**src/rtl/dnn_pkg.sv**
```systemverilog
// Shared constants and types for the DNN datapath stages.
// Holds the result width, saturation limits and the accumulator state encoding.
package dnn_pkg;

   localparam int DATA_W = 16;
   localparam logic signed [DATA_W-1:0] SAT_MAX = 16'sh7FFF;
   localparam logic signed [DATA_W-1:0] SAT_MIN = 16'sh8000;

   typedef enum logic {IDLE, ACCUM} acc_state_t;

endpackage

```
**src/rtl/sat_shift.sv**
```systemverilog
// Arithmetic right shift of a wide signed value, then clamp to 16-bit signed.
// Purely combinational; ovf flags any clipping. No handshake.
module sat_shift
   import dnn_pkg::*;
#(
   parameter int ACC_W = 40,
   parameter int SHIFT = 8
) (
   input  logic signed [ACC_W-1:0]  din,
   output logic        [DATA_W-1:0] dout,
   output logic                     ovf
);

   logic signed [ACC_W-1:0] shifted;
   logic signed [ACC_W-1:0] max_ext;
   logic signed [ACC_W-1:0] min_ext;

   assign shifted = din >>> SHIFT;
   assign max_ext = {{(ACC_W-DATA_W){1'b0}}, SAT_MAX};
   assign min_ext = {{(ACC_W-DATA_W){1'b1}}, SAT_MIN};

   always_comb begin
      dout = shifted[DATA_W-1:0];
      ovf  = 1'b0;
      if (shifted > max_ext) begin
         dout = SAT_MAX;
         ovf  = 1'b1;
      end else if (shifted < min_ext) begin
         dout = SAT_MIN;
         ovf  = 1'b1;
      end
   end

endmodule

```
**src/rtl/acc_bp.sv**
```systemverilog
// Dot-product accumulator: sums vec_len signed products, emits sat16(sum >>> SHIFT) 1 cycle after the last accept.
// Stalls upstream only while a result is held under backpressure; ACC_BP_RELU_EN clamps negative results to 0.
module acc_bp
   import dnn_pkg::*;
#(
   parameter int LEN_W = 8,
   parameter int SHIFT = 8
) (
   input  logic              clk,
   input  logic              resetn,
   input  logic [LEN_W-1:0]  vec_len,
   input  logic              in_valid,
   input  logic [DATA_W-1:0] in_data,
   output logic              backpressure_out,
   output logic              out_valid,
   output logic [DATA_W-1:0] out_data,
   input  logic              backpressure_in,
   output logic              out_last_ovf
);

   localparam int ACC_W = 32 + LEN_W;

   acc_state_t              state;
   logic signed [ACC_W-1:0] acc;
   logic signed [ACC_W-1:0] acc_next;
   logic signed [ACC_W-1:0] in_ext;
   logic [LEN_W-1:0]        count;
   logic [LEN_W-1:0]        cnt_next;
   logic [LEN_W-1:0]        len_r;
   logic [LEN_W-1:0]        len_eff;
   logic                    accept;
   logic                    pop;
   logic                    last;
   logic [DATA_W-1:0]       sat_dat;
   logic                    sat_ovf;
   logic [DATA_W-1:0]       res_dat;
   logic                    res_ovf;

   assign backpressure_out = out_valid && backpressure_in;
   assign accept           = in_valid && !backpressure_out;
   assign pop              = out_valid && !backpressure_in;
   assign in_ext           = {{(ACC_W-DATA_W){in_data[DATA_W-1]}}, in_data};

   // The first element of a vector restarts the sum and samples the length.
   always_comb begin
      acc_next = acc + in_ext;
      cnt_next = count + LEN_W'(1);
      len_eff  = len_r;
      if (state == IDLE) begin
         acc_next = in_ext;
         cnt_next = LEN_W'(1);
         len_eff  = (vec_len == '0) ? LEN_W'(1) : vec_len;
      end
      last = accept && (cnt_next == len_eff);
   end

   sat_shift #(
      .ACC_W (ACC_W),
      .SHIFT (SHIFT)
   ) u_sat (
      .din  (acc_next),
      .dout (sat_dat),
      .ovf  (sat_ovf)
   );

`ifdef ACC_BP_RELU_EN
   // An arithmetic shift keeps the sign, so the sum's MSB marks a negative result.
   always_comb begin
      res_dat = sat_dat;
      res_ovf = sat_ovf;
      if (acc_next[ACC_W-1]) begin
         res_dat = '0;
         res_ovf = 1'b0;
      end
   end
`else
   assign res_dat = sat_dat;
   assign res_ovf = sat_ovf;
`endif

   always_ff @(posedge clk) begin
      if (!resetn) begin
         state        <= IDLE;
         acc          <= '0;
         count        <= '0;
         len_r        <= '0;
         out_valid    <= 1'b0;
         out_data     <= '0;
         out_last_ovf <= 1'b0;
      end else begin
         if (accept) begin
            acc <= acc_next;
            if (state == IDLE) begin
               len_r <= len_eff;
            end
            if (last) begin
               state <= IDLE;
               count <= '0;
            end else begin
               state <= ACCUM;
               count <= cnt_next;
            end
         end
         if (last) begin
            out_valid    <= 1'b1;
            out_data     <= res_dat;
            out_last_ovf <= res_ovf;
         end else if (pop) begin
            out_valid <= 1'b0;
         end
      end
   end

endmodule

```
**config.mk**
```make
export PLATFORM = sky130hd
export DESIGN_NAME = acc_bp
export DESIGN_NICKNAME = d
export VERILOG_FILES = /design/src/rtl/dnn_pkg.sv /design/src/rtl/sat_shift.sv /design/src/rtl/acc_bp.sv
export SDC_FILE = /design/constraint.sdc
export NUM_CORES = 1
export LEC_CHECK = 0
export CORE_MARGIN = 1.5
export CORE_UTILIZATION = 35
export DETAILED_ROUTE_END_ITERATION = 10
export PLACE_DENSITY_LB_ADDON = 0.1
export SYNTH_ARGS = -nofsm -noshare
export SYNTH_HDL_FRONTEND = slang
export SYNTH_HIERARCHICAL = 1
export SYNTH_SLANG_ARGS = --single-unit
```
**constraint.sdc**
```tcl
create_clock -name clk -period 4.5 [get_ports clk]
set_input_delay 0.675 -clock clk [delete_from_list [all_inputs] [get_ports clk]]
set_output_delay 0.675 -clock clk [all_outputs]
set_load 0.01 [all_outputs]
```
==> flow_metrics.env <==
export IMPL_cts_max_path_buffers=2
export IMPL_hp_class="reg2reg"
export IMPL_synth_async_reset_ratio_pct=0
export IMPL_synth_edf_count=0
export IMPL_antenna_cells=0
export IMPL_maxCapViolations=0
export IMPL_fin_crit_ns=4.31
export IMPL_final_core_util_pct=46.5
export IMPL_firstDrtPassIters=5
export IMPL_place_area_um2=6910
export IMPL_end_kind="flop"
export IMPL_tightest_slew_ns=0.801
export IMPL_finalInstanceArea_um2=7440
export IMPL_setup_viol=0
export IMPL_vdd_ir_drop_max_uv=215
export IMPL_post_drt_wl_per_cell_um=16.5
export IMPL_fin_crit_sh_pct=95.7
export IMPL_n_fill_cell=1643
export IMPL_clkSinkCount=75
export IMPL_finalHoldViolCount=0
export IMPL_grt_max_degree=57
export IMPL_rsz0062_at_grt="no"
export IMPL_dr_first_iter_drc_count=257
export IMPL_ys_top_cells_by_area="dfxtp_1 (26%), ha_1 (8.7%), nand2_1 (7.9%)"
export IMPL_synthCells=752
export IMPL_clock_skew_final_ns=0.00953
export IMPL_relSlewSlack_pct=46.5
export IMPL_antenna_found_initial=0
export IMPL_dp_cells=1045
export IMPL_core_area_um2=16000
export IMPL_avgSynthCellArea_um2=7.69
export IMPL_dieWidth_um=132
export IMPL_cellLeakagePower_nw=3.16
export IMPL_place_ws_ns=-0.438
export IMPL_synth_nets=821
export IMPL_arrival_ns=4.58
export IMPL_setup_slack_ns=0.195
export IMPL_finalNonFillerCells=1070
export IMPL_cts_tree="built"
export IMPL_postRouteAntennaNets=0
export IMPL_path_class="in2reg"
export IMPL_grt_remaining_overflow=0
export IMPL_worstSkewPairLatency_ns=0.35
export IMPL_tns_ns=0
export IMPL_clk_pin_slew_ns=0.07
export IMPL_nets=918
export IMPL_yosysMostFrequentCell="nand2_1"
export IMPL_drc_errors=0
export IMPL_htreeDepth=3
export IMPL_die_area_um2=17300
export IMPL_dp_hpwl_um=12700
export IMPL_via_count=5812
export IMPL_ys_warn_count=6
export IMPL_synth_seq_cells=75
export IMPL_pin_count=47
export IMPL_required_ns=4.77
export IMPL_wl_um=17700
export IMPL_yosys_area_top_type="dfxtp_1"
export IMPL_cp_start_kind="primary input"
export IMPL_rows=46
export IMPL_grt_pass1_wl_um=28600
export IMPL_drive_above_1_share_pct=19.0
export IMPL_viasPerCell=5.43
export IMPL_area_growth_syn_to_layout_pct=28.8
export IMPL_outcome="finished clean"
export IMPL_holdWs_ns=0.460
export IMPL_seq_area_frac_synth_pct=26.0
export IMPL_max_clock_freq_mhz=232
export IMPL_syn_area_um2=5780
export IMPL_cts_hold_buf=0
export IMPL_initial_core_util_pct=36.1
export IMPL_routabilityCongestion=0.901
export IMPL_finalMaxSlewViolations=0
export IMPL_yosysUniqueCellTypes=69
export IMPL_synthTopCellsByCount="nand2_1 (122), dfxtp_1 (75), a21oi_1 (68)"
export IMPL_grt_usage_pct=20.2
export IMPL_synthFlopType="dfxtp_1"
export IMPL_io_buffers=46
export IMPL_root_buffer="clkbuf_16"
export IMPL_yosysTopAreaCellShare_pct=26.0
export IMPL_power_mw=2.45
export IMPL_crit_fanout=8
export IMPL_die_h_um=132
export IMPL_cts_inserted_buffers=9
export IMPL_grt_pass1_vias=5675
export IMPL_powerDensity_nw_per_um2=330
==> power breakdown <==
group / switching [mW] / internal, mW
Clock: 0.344 / 0.499
Sequential: 0.0262 / 0.704
Combinational: 0.466 / 0.414
Total: 0.836 / 1.62
==> worst paths after layout <==
| check | from | to | slack [ns] | cells after the start |
|---|---|---|---|---|
| setup / recovery | in_data[2] | out_data[14] | 0.19 | 18 |
| hold / removal | acc[21] | acc[21] | 0.46 | 2 |
| setup reg to reg | acc[0] | out_data[14] | 0.29 | 19 |
| hold reg to reg | acc[21] | acc[21] | 0.46 | 2 |
==> kinds of logic after synthesis <==
kind of cell / count (synthesis) / synth area share, %
buffers and inverters: 59 / 4.42
adders and majority gates: 41 / 9.01
and+or+nand+nor: 257 / 19.6
DFF: 75 / 26.0
xor gates and xnor gates: 48 / 7.27
muxes: 16 / 3.12
AOI/OAI and AO/OA: 256 / 30.6
==> layer usage <==
metal	part of all wire, %	vias to the layer above	track usage, %
li1	-	2921	-
met2	49	124	35.5
met5	0	-	0
met1	45	2745	25.1
met4	1.8	0	6.42
met3	4.2	22	3.28
==> registers in the layout (all words and copies together) (netlist names) <==
name	cells
acc	40
count	8
len_r	8
out_data	16
out_last_ovf	1
out_valid	1
state	1
==> cells in the final DEF (no fill, tap or decap), types with 12 or more instances in the layout <==
cell,Yosys,layout
a21oi_1,68,67
xor2_1,21,20
dfxtp_1,75,75
nor2_1,52,52
ha_1,40,36
nand2_1,122,122
clkdlybuf4s50_1,0,42
o21ai_0,57,53
mux2_2,12,12
buf_4,2,82
a21o_1,29,29
nand3_1,31,31
o21a_1,12,12
xnor2_1,27,27
==> critical path: stages <==
cell and delay (ns):
clkdlybuf4s50_1 0.47, ha_4 0.31, and2b_1 0.16, o211ai_2 0.13, a31oi_4 0.22, a21boi_2 0.10
o41a_4 0.51, o31ai_4 0.30, a41oi_2 0.18, xor2_2 0.19, o21ai_2 0.18, nand4_1 0.18
o41ai_4 0.36, buf_4 0.19, buf_12 0.12, a21o_1 0.13, nand3_1 0.07, o21ai_0 0.10
==> cell type report <==
cell class,count,area (um2),share of cell area (%)
inverters,12,45.0,0.605
clock buffers,9,225,3.03
flip-flops and latches,75,1500,20.2
well taps,216,270,3.63
clock inverters,7,106,1.43
repair buffers,133,1150,15.5
multi-input cells,618,4140,55.6
==> what timing repair did <==
item	4_1_cts	5_1_grt
resized for setup	3	27
pin swaps	4	15
cloned	0	2
setup endpoints to repair	16	16
buffers inserted	1	6
Note: power is estimated with default switching activity, not from simulation.
==> edit 1: new RTL, same flow settings <==
Add a define of `ACC_BP_RELU_EN`.
--- a/src/rtl/acc_bp.sv
+++ b/src/rtl/acc_bp.sv
@@ -2,2 +2,4 @@
 // Stalls upstream only while a result is held under backpressure; ACC_BP_RELU_EN clamps negative results to 0.
+`define ACC_BP_RELU_EN
+
 module acc_bp
Formal check against the unedited RTL: not equivalent (Yosys sat finds a counterexample within 4 cycles, from zero or initial values and one cycle with resetn low).
==> edit 1 against the unedited design <==
Wire length rose by 5.0%. Setup slack got worse by 78 ps. Sequential power increased by 1%. Clock power down 13%. Synthesized cell count shrank 0.40%. Synthesized area is 0.80% lower. Total power decreased by 3.9%. Sequential share of layout area shrank 0.46 points. Cell area increased by 2.4%. Core utilization is 1.3 points higher. Sequential cell count did not move. Non-clock buffer count rose by 28. Hold slack hardly changed. Critical endpoint is now out_data[5]$_SDFFE_PN0P_.
==> edit 1: results (changes against the unedited design) <==
[route]
drt_iter0_drc = 339  ; +32%
dr_wl_met3_um = 701  ; -4.9%
dr.pass1.iters = 5  ; unchanged
m1WireLength_mm = 8.64  ; +8.5%
routed_wl_mm = 18.6  ; +5.0%
avgViaCountPerCell = 5.44  ; about the same
wl_met2_mm = 8.88  ; +2.6%

[run_status]
status = complete, no violations

[timing]
relSlewSlack = 0.448  ; -0.0165
clock_skew_ps = 10.1  ; +0.603 ps
finalCritPeriodShare = 0.974  ; +0.0173

[logic_synthesis]
synthAdderAreaFrac = 0.0908  ; +0.000727
ys_seq_area_frac = 0.262  ; +0.00210
muxShareOfSynthArea = 0.0271  ; -0.00411
synth_compound_area_frac = 0.297  ; -0.00910
syn-num-nets = 818  ; -0.37%
synth_cell_types = 62  ; -10%
async_reset_ff_frac = 0  ; unchanged
synth_area_leaders = dfxtp_1, ha_1, nand2_1, a21oi_1, a21o_1
synth_xor_xnor_area_share = 0.0749  ; +0.00212
synthFlopType = dfxtp_1
yosys-top-cells-count = nand2_1, a21oi_1, dfxtp_1

[worst_setup_path]
worstRegToRegCells = 16  ; -3
worstPathArrival_ps = 4620  ; +40 ps
worst-path-max-fanout = 8  ; unchanged

[global_route]
grt_pass1_vias = 5622  ; -0.93%
antenna_found_initial = 0  ; unchanged
grt_first_pass_wirelength_mm = 29.1  ; +1.7%
track_usage = 0.221  ; +0.0186
grt_max_degree = 39  ; -32%

[finish]
nNetsFinal = 942  ; +2.6%
drive_above_1_share = 0.214  ; +0.0244
fillCellCount = 1567  ; -4.6%

[clock_network]
path_clk_slew_ps = 60
cts_htree_levels = 3  ; unchanged
cts-root-buf = clkbuf_16
cts_buffer_depth = 2  ; unchanged
numCtsBuffers = 9  ; unchanged
clock_latency_ps = 350  ; about the same

[placed_design]
dpl_worst_slack_ps = -496  ; -57.7 ps
hpwl_mm = 13.5  ; +6.6%
gp_congestion = 0.881  ; -2.2%
numPortBuffers = 46  ; unchanged
placement.cell_area_um2 = 7110  ; +2.9%

[hold_path]
hold_depth = 2  ; unchanged
hp-class = register to register

[pwr]
p_leak_nw = 3.38  ; +6.8%
peakVddDrop_mv = 0.163  ; -24%
switchingPower_w = 0.000837  ; about the same

-- edit 1: cell count changes in the layout (fill, tap and decap cells not counted), sizes merged, moves of 5 or more --
| cell | delta |
|---|---|
| a21boi | -5 |
| a21oi | +13 |
| a22o | +16 |
| buf | +28 |
| nand2 | +7 |
| nand3 | -21 |
| nand4 | +6 |
| nor3 | +5 |
| o21a | -7 |
| o21ai | -21 |
-- edit 1: worst max-delay path: stages --
cell	delay, ps
clkdlybuf4s50_1	420
ha_1	240
fa_1	410
a21o_1	200
a221oi_2	320
buf_4	210
o2111ai_1	120
and2_1	260
a211oi_2	250
xnor2_1	150
nand2_1	90
nand2_1	100
nor4_2	400
a41oi_2	200
buf_6	180
a21o_1	160
a22o_1	200
-- edit 1: stage by stage --
step                utilization  total power [W]  hold slack (ps)  cells
finish                    0.478          0.00236              460   1094
global route              0.478          0.00248              492   1094
CTS                       0.468          0.00234              462   1091
detailed placement        0.446          0.00159              454   1074
global placement          0.446          0.00158              447   1074
floorplan                     -          0.00125              436    749
-- edit 1: layer usage --
layer	track usage	vias to the layer above
li1	-	2972
met1	0.286	2829
met2	0.376	125
met3	0.0314	21
met4	0.0750	0
met5	0	-
-- edit 1: timing repair --
action                     in CTS  in global routing
setup endpoints to repair      16                 16
pin swaps                       6                 15
buffers inserted                0                  3
gates cloned                    1                  0
gates resized for setup         9                 30
-- edit 1: path summary, 6_finish.rpt --
| path | startpoint | end | slack [ps] |
|---|---|---|---|
| hold reg to reg | acc[15]$_SDFFE_PN0P_ | acc[15]$_SDFFE_PN0P_ | 460 |
| hold / removal | acc[15]$_SDFFE_PN0P_ | acc[15]$_SDFFE_PN0P_ | 460 |
| setup reg to reg | acc[0]$_SDFFE_PN0P_ | out_data[5]$_SDFFE_PN0P_ | 570 |
| setup / recovery | in_data[0] | out_data[5]$_SDFFE_PN0P_ | 120 |
-- edit 1: power by group through the flow --
stage,combinational [W],clock (W),sequential (W)
6_report,0.000890,0.000730,0.000737
5_1_grt,0.000970,0.000770,0.000743
4_1_cts,0.000856,0.000744,0.000736
3_5_place_dp,0.000836,0,0.000751
3_3_place_gp,0.000833,0,0.000750
2_1_floorplan,0.000515,0,0.000736
-- edit 1: cell type report --
type / count / area share
multi-input combinational: 614 / 0.545
sequential: 75 / 0.197
timing repair buffer: 161 / 0.178
tap: 216 / 0.0355
clock buffer: 10 / 0.0314
clock inverter: 6 / 0.00673
inverter: 12 / 0.00591
==> edit 2: new RTL, same flow settings <==
Without the edit above. Register the output `out_last_ovf` once more, without a reset; this adds one clock of latency there. The other outputs are not delayed to match.
--- a/src/rtl/acc_bp.sv
+++ b/src/rtl/acc_bp.sv
@@ -21,2 +21,4 @@
    localparam int ACC_W = 32 + LEN_W;
+
+   logic out_last_ovf_s0;
 
@@ -88,3 +90,3 @@
          out_data     <= '0;
-         out_last_ovf <= 1'b0;
+         out_last_ovf_s0 <= 1'b0;
       end else begin
@@ -106,3 +108,3 @@
             out_data     <= res_dat;
-            out_last_ovf <= res_ovf;
+            out_last_ovf_s0 <= res_ovf;
          end else if (pop) begin
@@ -113,2 +115,6 @@
 
+   always_ff @(posedge clk) begin
+      out_last_ovf <= out_last_ovf_s0;
+   end
+
 endmodule
Formal check against the unedited RTL: same outputs for any inputs over 4 cycles, from zero or initial values and one cycle with resetn low; that may be too few to reach the edited logic, so the function may still have changed.
==> edit 2 against the unedited design <==
Clock power shrank 6.9%. Clock skew grew 3.8 ps. Wire length shrank 1.0%. Cell area shrank 0.55%. Total power shrank 2.3%. Synthesized area grew 0.35%. Die area grew 0.34%. Sequential cell count grew 1. Setup slack gained 58 ps. Critical endpoint is now out_data[2]$_SDFFE_PN0P_. Largest cell class unchanged. Largest power group unchanged.
==> edit 2: results (changes against the unedited design) <==
[finish]
nNetsFinal = 916  ; -0.22%
fin_cells = 1068  ; -0.19%
drive_above_1_share = 0.183  ; -0.00660
num_antenna_cells = 0  ; unchanged

[global_route]
grt_pass1_vias = 5673  ; -0.035%
track_usage = 0.201  ; -0.000855
antenna_found_initial = 0  ; unchanged
grt_first_pass_wirelength_mm = 28.5  ; -0.43%

[route]
drt_iter0_drc = 276  ; +7.4%
vias = 5850  ; +0.65%
routed_wl_mm = 17.5  ; -1.0%

[worst_setup_path]
slowest_delay_ps = 450  ; -60 ps
rrSetupSlack_ps = 400  ; +110 ps
crit_path_top_delay_cell = clkdlybuf4s50_1
worstPathArrival_ps = 4450  ; -130 ps
worst-path-max-fanout = 13  ; +5
worstRegToRegCells = 20  ; +1
r2r_end = out_last_ovf_s0$_SDFFE_PN0P_

[placed_design]
gp_congestion = 0.872  ; -3.2%
hpwl_mm = 12.6  ; -0.49%
dp.cells = 1042  ; -0.29%

[logic_synthesis]
yosys-top-cells-count = nand2_1, dfxtp_1, a21oi_1
yosys.area.top_type_share = 0.262  ; +0.00256
async_reset_ff_frac = 0  ; unchanged
synth_most_common_cell = nand2_1
syn-num-nets = 822  ; +0.12%
synthCells = 753  ; +0.13%
synth_area_leaders = dfxtp_1, ha_1, nand2_1, a21oi_1, o21ai_0
ys_seq_area_frac = 0.262  ; +0.00256

[hold_path]
hp-start = out_last_ovf_s0$_SDFFE_PN0P_
min_to = out_last_ovf$_DFF_P_
hold_depth = 0  ; -2

[pwr]
power_switching_share = 0.345  ; +0.00421
p_leak_nw = 3.16  ; about the same
peakVddDrop_mv = 0.194  ; -9.7%

[timing]
worstMarginPinSlew_ps = 1190  ; +391 ps
clock_skew_ps = 13.3  ; +3.77 ps

[clock_network]
path_clk_slew_ps = 70  ; about the same

[run_status]
status = complete, no violations

edit 2: per-stage QoR:
| step | worst slack (ps) | instance area (um2) | util | power [W] | hold WS [ps] |
|---|---|---|---|---|---|
| floorplan | 312 | 5800 | - | 0.00128 | 331 |
| global placement | -361 | 6900 | 0.429 | 0.00157 | 381 |
| detailed placement | -432 | 6900 | 0.429 | 0.00158 | 375 |
| CTS | 1.12 | 7220 | 0.450 | 0.00238 | 390 |
| global route | -12.5 | 7400 | 0.461 | 0.00253 | 400 |
| finish | 253 | 7400 | 0.461 | 0.00240 | 385 |
edit 2: metal layers:
metal	up-vias	share of wire	global-route usage
met5	-	0	0
met4	0	0.012	0.0599
met3	17	0.032	0.0328
met2	94	0.50	0.354
met1	2815	0.46	0.252
li1	2924	-	-
edit 2: power groups by stage:
stage | logic [W] | registers (W) | clock network, W
after floorplan | 0.000533 | 0.000747 | 0
after global placement | 0.000813 | 0.000755 | 0
after detailed placement | 0.000819 | 0.000756 | 0
after CTS | 0.000830 | 0.000741 | 0.000805
after global routing | 0.000960 | 0.000745 | 0.000827
final | 0.000871 | 0.000741 | 0.000785
edit 2: kinds of logic (layout without fill, tap and decap cells):
family          Yosys count  count (layout)  share of synthesized area
mux                      16              16                     0.0311
flops                    76              76                      0.262
compound gates          256             256                      0.305
fa+ha+maj                41              41                     0.0898
simple gates            257             257                      0.196
buf+inv                  59             158                     0.0440
xor+xnor                 48              48                     0.0725
edit 2: how the worst max path moves through the flow:
stage | start | end | slack (ps)
2_1_floorplan | in_data[0] | out_data[5]$_SDFFE_PN0P_ | 310
3_3_place_gp | in_data[0] | out_data[0]$_SDFFE_PN0P_ | -360
3_5_place_dp | in_data[0] | out_data[3]$_SDFFE_PN0P_ | -430
4_1_cts | in_data[1] | out_data[1]$_SDFFE_PN0P_ | 1
5_1_grt | in_data[15] | out_data[1]$_SDFFE_PN0P_ | -10
6_report | in_data[15] | out_data[2]$_SDFFE_PN0P_ | 250
edit 2: cell type report:
type	instances	area (um2)
clock buffers	9	225
clock inverters	7	90.1
fillers	1656	8660
inverters	12	45.0
repair buffers	130	1140
flip-flops and latches	76	1520
well taps	216	270
multi-input cells	618	4110
edit 2: timing repair:
action,4_1_cts,5_1_grt
hold endpoints to repair,0,0
gates resized for setup,2,25
buffers inserted,1,7
endpoints found under the setup margin,16,16
cloned,0,2
pin swaps,3,17
